==> src/rtl/mux5_rr_sched_if.sv <==
// rtl/mux5_rr_sched_if.sv - request/grant/select bundle between the scheduler and its five requesters
interface mux5_rr_sched_if;
  logic [4:0] req;
  logic [4:0] gnt;
  logic [2:0] s;
  logic       valid;
  logic [2:0] owner;
  logic       preempt;

  modport master (
    input  req,
    output gnt, s, valid, owner, preempt
  );

  modport slave (
    output req,
    input  gnt, s, valid, owner, preempt
  );
endinterface

==> src/rtl/mux5_rr_sched.sv <==
// rtl/mux5_rr_sched.sv - round-robin owner of a 5:1 select tree with hold limit and one idle cycle per handoff
module mux5_rr_sched #(
  parameter int MAX_HOLD = 8,
  parameter int CNT_W    = 4
) (
  input  logic             clk,
  input  logic             rst,
  mux5_rr_sched_if.master  io_arb
);

  typedef enum logic {ST_IDLE, ST_GRANT} state_t;

  localparam logic [CNT_W-1:0] HOLD_LAST = CNT_W'((MAX_HOLD == 0) ? 0 : MAX_HOLD - 1);
  localparam logic [CNT_W-1:0] CNT_MAX   = '1;

  state_t           r_state, w_state_nxt;
  logic [CNT_W-1:0] r_cnt, w_cnt_nxt;
  logic [2:0]       r_owner, w_owner_nxt;
  logic [2:0]       r_s, w_s_nxt;
  logic [4:0]       r_gnt, w_gnt_nxt;
  logic             r_preempt, w_preempt_nxt;

  logic             w_any_req;
  logic             w_own_req;
  logic             w_expire;
  logic [2:0]       w_winner;
  logic [2:0]       w_idx;

  assign w_any_req = |io_arb.req;
  assign w_own_req = io_arb.req[r_owner];
  assign w_expire  = (MAX_HOLD != 0) && (r_cnt == HOLD_LAST) && w_own_req;

  // Walk from farthest to nearest so the nearest set bit after the owner wins.
  always_comb begin
    w_winner = r_owner;
    w_idx    = 3'd0;
    for (int k = 5; k >= 1; k--) begin
      w_idx = 3'((int'(r_owner) + k) % 5);
      if (io_arb.req[w_idx]) begin
        w_winner = w_idx;
      end
    end
  end

  always_ff @(posedge clk or posedge rst) begin
    if (rst) begin
      r_state   <= ST_IDLE;
      r_cnt     <= '0;
      r_owner   <= 3'd4;
      r_s       <= 3'd0;
      r_gnt     <= 5'd0;
      r_preempt <= 1'b0;
    end else begin
      r_state   <= w_state_nxt;
      r_cnt     <= w_cnt_nxt;
      r_owner   <= w_owner_nxt;
      r_s       <= w_s_nxt;
      r_gnt     <= w_gnt_nxt;
      r_preempt <= w_preempt_nxt;
    end
  end

  always_comb begin
    w_state_nxt = r_state;
    case (r_state)
      ST_IDLE:  if (w_any_req) w_state_nxt = ST_GRANT;
      ST_GRANT: if (!w_own_req || w_expire) w_state_nxt = ST_IDLE;
      default:  w_state_nxt = ST_IDLE;
    endcase
  end

  // A release on the expiry edge leaves preempt low because w_expire requires req[owner].
  always_comb begin
    w_gnt_nxt     = 5'd0;
    w_owner_nxt   = r_owner;
    w_s_nxt       = r_s;
    w_cnt_nxt     = r_cnt;
    w_preempt_nxt = 1'b0;
    case (r_state)
      ST_IDLE: begin
        if (w_any_req) begin
          w_owner_nxt = w_winner;
          w_s_nxt     = w_winner;
          w_gnt_nxt   = 5'd1 << w_winner;
          w_cnt_nxt   = '0;
        end
      end
      ST_GRANT: begin
        if (w_own_req && !w_expire) begin
          w_gnt_nxt = r_gnt;
          w_cnt_nxt = (r_cnt == CNT_MAX) ? r_cnt : r_cnt + CNT_W'(1);
        end else begin
          w_preempt_nxt = w_expire;
        end
      end
      default: ;
    endcase
  end

  assign io_arb.gnt     = r_gnt;
  assign io_arb.s       = r_s;
  assign io_arb.valid   = (r_state == ST_GRANT);
  assign io_arb.owner   = r_owner;
  assign io_arb.preempt = r_preempt;

endmodule

==> src/flat_wrapper.sv <==
// flat-port wrapper written by rule: the top's interface ports become plain ports
module mux5_rr_sched_flat 
#(
  parameter int MAX_HOLD = 8,
  parameter int CNT_W    = 4
)
  (clk, rst, io_arb_req, io_arb_gnt, io_arb_s, io_arb_valid, io_arb_owner, io_arb_preempt);
  mux5_rr_sched_if io_arb_i ();
  input  logic clk;
  input  logic rst;
  input wire logic [$bits(io_arb_i.req)-1:0] io_arb_req;
  output wire logic [$bits(io_arb_i.gnt)-1:0] io_arb_gnt;
  output wire logic [$bits(io_arb_i.s)-1:0] io_arb_s;
  output wire logic [$bits(io_arb_i.valid)-1:0] io_arb_valid;
  output wire logic [$bits(io_arb_i.owner)-1:0] io_arb_owner;
  output wire logic [$bits(io_arb_i.preempt)-1:0] io_arb_preempt;
  assign io_arb_i.req = io_arb_req;
  assign io_arb_gnt = io_arb_i.gnt;
  assign io_arb_s = io_arb_i.s;
  assign io_arb_valid = io_arb_i.valid;
  assign io_arb_owner = io_arb_i.owner;
  assign io_arb_preempt = io_arb_i.preempt;
  mux5_rr_sched #(.MAX_HOLD(MAX_HOLD), .CNT_W(CNT_W)) u_core (.clk(clk), .rst(rst), .io_arb(io_arb_i));
endmodule
==> config.mk <==
export PLATFORM = sky130hd
export DESIGN_NAME = mux5_rr_sched_flat
export DESIGN_NICKNAME = d
export VERILOG_FILES = /design/src/rtl/mux5_rr_sched_if.sv /design/src/rtl/mux5_rr_sched.sv /design/src/flat_wrapper.sv
export SDC_FILE = /design/constraint.sdc
export NUM_CORES = 1
export LEC_CHECK = 0
export ABC_AREA = 1
export CAP_MARGIN = 15
export CELL_PAD_IN_SITES_DETAIL_PLACEMENT = 1
export CELL_PAD_IN_SITES_GLOBAL_PLACEMENT = 1
export CORE_MARGIN = 5
export CORE_UTILIZATION = 41
export CTS_CLUSTER_SIZE = 16
export DETAILED_ROUTE_END_ITERATION = 7
export PLACE_DENSITY = 0.82
export REMOVE_ABC_BUFFERS = 1
export SETUP_SLACK_MARGIN = 0.5
export SYNTH_ARGS = -nofsm -noshare
export SYNTH_HDL_FRONTEND = slang
export SYNTH_SLANG_ARGS = --single-unit
==> constraint.sdc <==
create_clock -name clk -period 5 [get_ports clk]
set_input_delay 1 -clock clk [delete_from_list [all_inputs] [get_ports clk]]
set_output_delay 1 -clock clk [all_outputs]
set_load 0.03 [all_outputs]
Yosys cells after proc, flatten, opt, wreduce, memory -nomap -nowiden
Index checks and enable logic that the tools add are counted.
- add/sub/neg operators: 6
- divide/modulo/power cells: 5
- order comparisons: 6
- equal/unequal tests: 6
- shift operators: 1
- multiplexer cells: 29
- bitwise logic cells: 1
- reduce and logical (&&, ||, !) cells: 8
- operators by type and width (kind ; number):
    32-bit by 4-bit remainder unit with 32-bit output (second input constant) ; 5
    3-bit by 4-bit less-than comparator with 1-bit output (second input constant) ; 6
    1-bit binary-select mux with 3-bit select ; 6
    3-bit two-way mux ; 5
    4-bit two-way mux ; 3
    1-bit two-way mux ; 10
    5-bit two-way mux ; 2
    5-bit one-hot mux with 2 select lines ; 1
    3-bit by 2-bit adder with 4-bit output (second input constant) ; 2
    3-bit by 3-bit adder with 4-bit output (second input constant) ; 2
    4-bit one-hot mux with 2 select lines ; 1
    2-bit != test (second input constant) ; 3
    5-bit OR reduction ; 1
    1-bit by 3-bit left shift with 5-bit output (first input constant) ; 1
    3-bit by 1-bit adder with 4-bit output (second input constant) ; 1
    4-bit by 1-bit adder with 4-bit output (second input constant) ; 1
    4-bit by 3-bit equality test with 1-bit output (second input constant) ; 1
    4-bit equality test (second input constant) ; 1
    3-bit AND reduction ; 1
    1-bit logical AND ; 2
    1-bit zero test ; 2
    2-bit by 1-bit != test with 1-bit output (second input constant) ; 1
    1-bit one-hot mux with 2 select lines ; 1
    2-bit AND reduction ; 1
    2 further kinds ; 2
- flip-flop bits (word level): 17
- input port bits: 7
- output and inout port bits: 13

Longest topological paths before layout
- word-level depth: 12
- mapped depth: 34

Worst setup path after synthesis
Ideal clock, no wire load.
- kind: flip-flop to flip-flop
- start: register, netlist name u_core.io_arb.s[0]
- end: register u_core.r_gnt[1] (netlist: u_core.io_arb.gnt[1])
- setup time: 75 ps
- arrival time: 3904 ps
- slack: 1021 ps
- cell stages (with the launch flop): 31
- path buffers: 2
- period minus slack after synthesis: 3979 ps
- cells stage by stage: dfrtp_1 buf_2 inv_1 buf_6 ha_1 inv_1 ha_1 nor2_1 nand3_1 nand2_1 xor2_1 ha_1 inv_1 or2_2 nand2_2 nand2_1 nand2_1 nand2_1 inv_1 nand3_1 nand2_1 nand2_1 nand2_2 inv_1 nand2_1 nand2_1 nand2_2 nand2_2 nor2_4 nand2_2 o21bai_2
- RTL lines (element ; RTL line ; RTL):
    end signal: assignment ; mux5_rr_sched.sv:58 ; r_gnt <= w_gnt_nxt;
    end: declaration ; mux5_rr_sched.sv:20 ; logic [4:0] r_gnt, w_gnt_nxt;

==> flow_summary_export.csv <==
group,metric,value,unit
synth,synth_cells,369,
synth,ys_types,35,
timing,setup_violations,0,
clocking,cts_buffers,3,
critical_path,worstPathMaxFanout,6,
layout,drive_gt1_share,13.5,%
timing,post-route-min-period,4070,ps
synth,ys_ff_latch,15,
routing,drtIter0Drc,108,
floorplan,core_area,5470,um^2
timing,relSlewSlack,61.7,%
routing,drc_errors,0,
timing,worst_pin_slew,569,ps
floorplan,fp.dieW,84.7,um
floorplan,die-area,7170,um^2
timing,hold_viol_final,0,
synth,ys_warn_count,0,
routing,drt-pass1-iter-count,4,
timing,fin_skew,8.53,ps
clocking,clk_pin_slew_worst_paths,70,ps
clocking,root_buffer,"clkbuf_8",
floorplan,io_pins,20,
placement,dp.final_hpwl,5350,um
clocking,clock_latency,250,ps
placement,io_buffers,19,
critical_path,crit_path_start_kind,"flip-flop",
global_routing,grt_first_pass_wirelength,11500,um
synth,synth_area_per_cell,6.19,um^2
critical_path,cp.required,5200,ps
layout,finalNonFillerCells,465,
critical_path,path_common_cell,"nand2_1",
global_routing,grt_max_degree,26,
placement,pre_cts_ws,492,ps
timing,hold_ws,484,ps
run_status,status,"complete, no violations",
timing,grt_setup_unrepaired,"no",
critical_path,critPathKind,"flip-flop to flip-flop",
placement,placed_cells,455,
critical_path,cp_slowest_cell,"dfrtp_2",
timing,post-route-period-util,81.3,%
clocking,htree_levels,1,
floorplan,die_y,84.7,um
placement,gp_congestion,0.988,
routing,via_count,2392,
timing,slew_violations,0,
floorplan,initial_core_util,41.8,%
hold_path,min_path_type,"flip-flop to flip-flop",
global_routing,antenna_found_initial,0,
layout,final_common_cell,"nand2_1",
routing,viasPerCell,5.14,
synth,ys_seq_area_share,16.5,%
timing,fmaxAchievable,0.246,GHz
timing,setup_tns,0,ps
floorplan,row_count,27,
timing,setup_slack,934,ps
critical_path,end_kind,"flip-flop",
synth,netlist_area,2290,um^2
global_routing,grt_pass1_vias,2419,
global_routing,grt_overflow,0,
layout,mostFrequentLayoutCells,"nand2_1, inv_1, nand3_1",
global_routing,grt_use_total,19.2,%
routing,routedWlPerCell,14.4,um
clocking,cts_hold_buf,0,
clocking,clk_path_buf_depth,2,
job,drv_cap,0,
critical_path,cp_slowest_stage_delay,430,ps
layout,antenna_cells,0,
critical_path,cp.arrival,4260,ps
clocking,cts_tree,"yes",
layout,fin_nets,431,
clocking,cts.sinks,15,
layout,area_delta_synth_final,15.9,%
routing,ant_nets,0,
routing,drt-total-wl,6710,um
==> Yosys cell counts, drive strengths merged <==
cell      n  area (um^2)
inv      60          225
nand3b    2         15.0
dfstp     1         26.3
nor2     31          126
a21boi    1         7.51
o21ai    19          106
or2       2         12.5
xor2      3         26.3
nor4      1         6.26
o31ai     1         7.51
fa        1         20.0
buf       5         36.3
ha       29          363
and2      1         6.26
o21bai    1         11.3
clkbuf    2         7.51
dfrtp    14          350
xnor2     1         8.76
nand4     7         50.1
nand2   120          500
o21a      1         7.51
a21oi    12         60.1
nor3      3         15.0
nand3    51          290
==> metal layers <==
metal | vias to the layer above | track usage [%] | part of all wire, %
met4 | 0 | 2.73 | 0.95
met1 | 1138 | 27.8 | 50
li1 | 1218 | - | -
met5 | - | 0 | 0
met3 | 8 | 2.75 | 2.7
met2 | 28 | 30.8 | 46
==> worst paths after layout <==
path | start | to | cells past startpoint | slack (ps)
max | u_core.io_arb.s[1] | u_core.io_arb.gnt[3] | 32 | 930
min | u_core.io_arb.gnt[3] | u_core.io_arb.gnt[3] | 2 | 480
max reg2reg | u_core.io_arb.s[1] | u_core.io_arb.gnt[3] | 32 | 930
min reg2reg | u_core.io_arb.gnt[3] | u_core.io_arb.gnt[3] | 2 | 480
max in group asynchronous | rst | u_core.io_arb.s[1] | 2 | 3490
min in group asynchronous | rst | u_core.io_arb.gnt[4] | 2 | 1100
==> area by class of cell <==
type,instances,area [um^2]
Fill cell,788,2820
Multi-Input combinational cell,287,1650
Sequential cell,15,378
Timing Repair Buffer,27,250
Inverter,60,233
Tap cell,72,90.1
Clock buffer,3,41.3
Clock inverter,1,7.51
==> stage by stage <==
stage | utilization (%) | instance area [um^2]
5_1_grt | 48.4 | 2650
4_1_cts | 47.6 | 2610
3_3_place_gp | 46.4 | 2540
2_1_floorplan | - | 2240
3_5_place_dp | 46.4 | 2540
6_report | 48.4 | 2650
==> state kept, by name, indices dropped and copies added (netlist names) <==
register               count
u_core.io_arb.gnt          5
u_core.io_arb.owner        1
u_core.io_arb.preempt      1
u_core.io_arb.s            3
u_core.io_arb.valid        1
u_core.r_cnt               4
==> timing repair <==
item | 4_1_cts | 5_1_grt
pin swaps | 0 | 0
resized for setup | 1 | 4
setup endpoints to repair | 5 | 9
buffers inserted | 2 | 4
==> cells by family after synthesis <==
kind of cell | Yosys count | share of synthesized area (%)
compound gates | 35 | 8.76
xor+xnor | 4 | 1.53
fa+ha+maj | 30 | 16.7
buf+inv | 67 | 11.8
flops | 15 | 16.5
simple gates | 218 | 44.7
==> worst max-delay path: cells and delay by family (launching register included) <==
kind	cells	cell delay, ps
adder cells (fa/ha/maj)	3	620
AND/OR/NAND/NOR	23	2240
flip-flops	1	430
buffers and inverters	5	500
XOR/XNOR	1	210
Power is left out: the tool's default activity adds up to more than one toggle a clock period on the data nets, which glitch-free logic cannot reach.
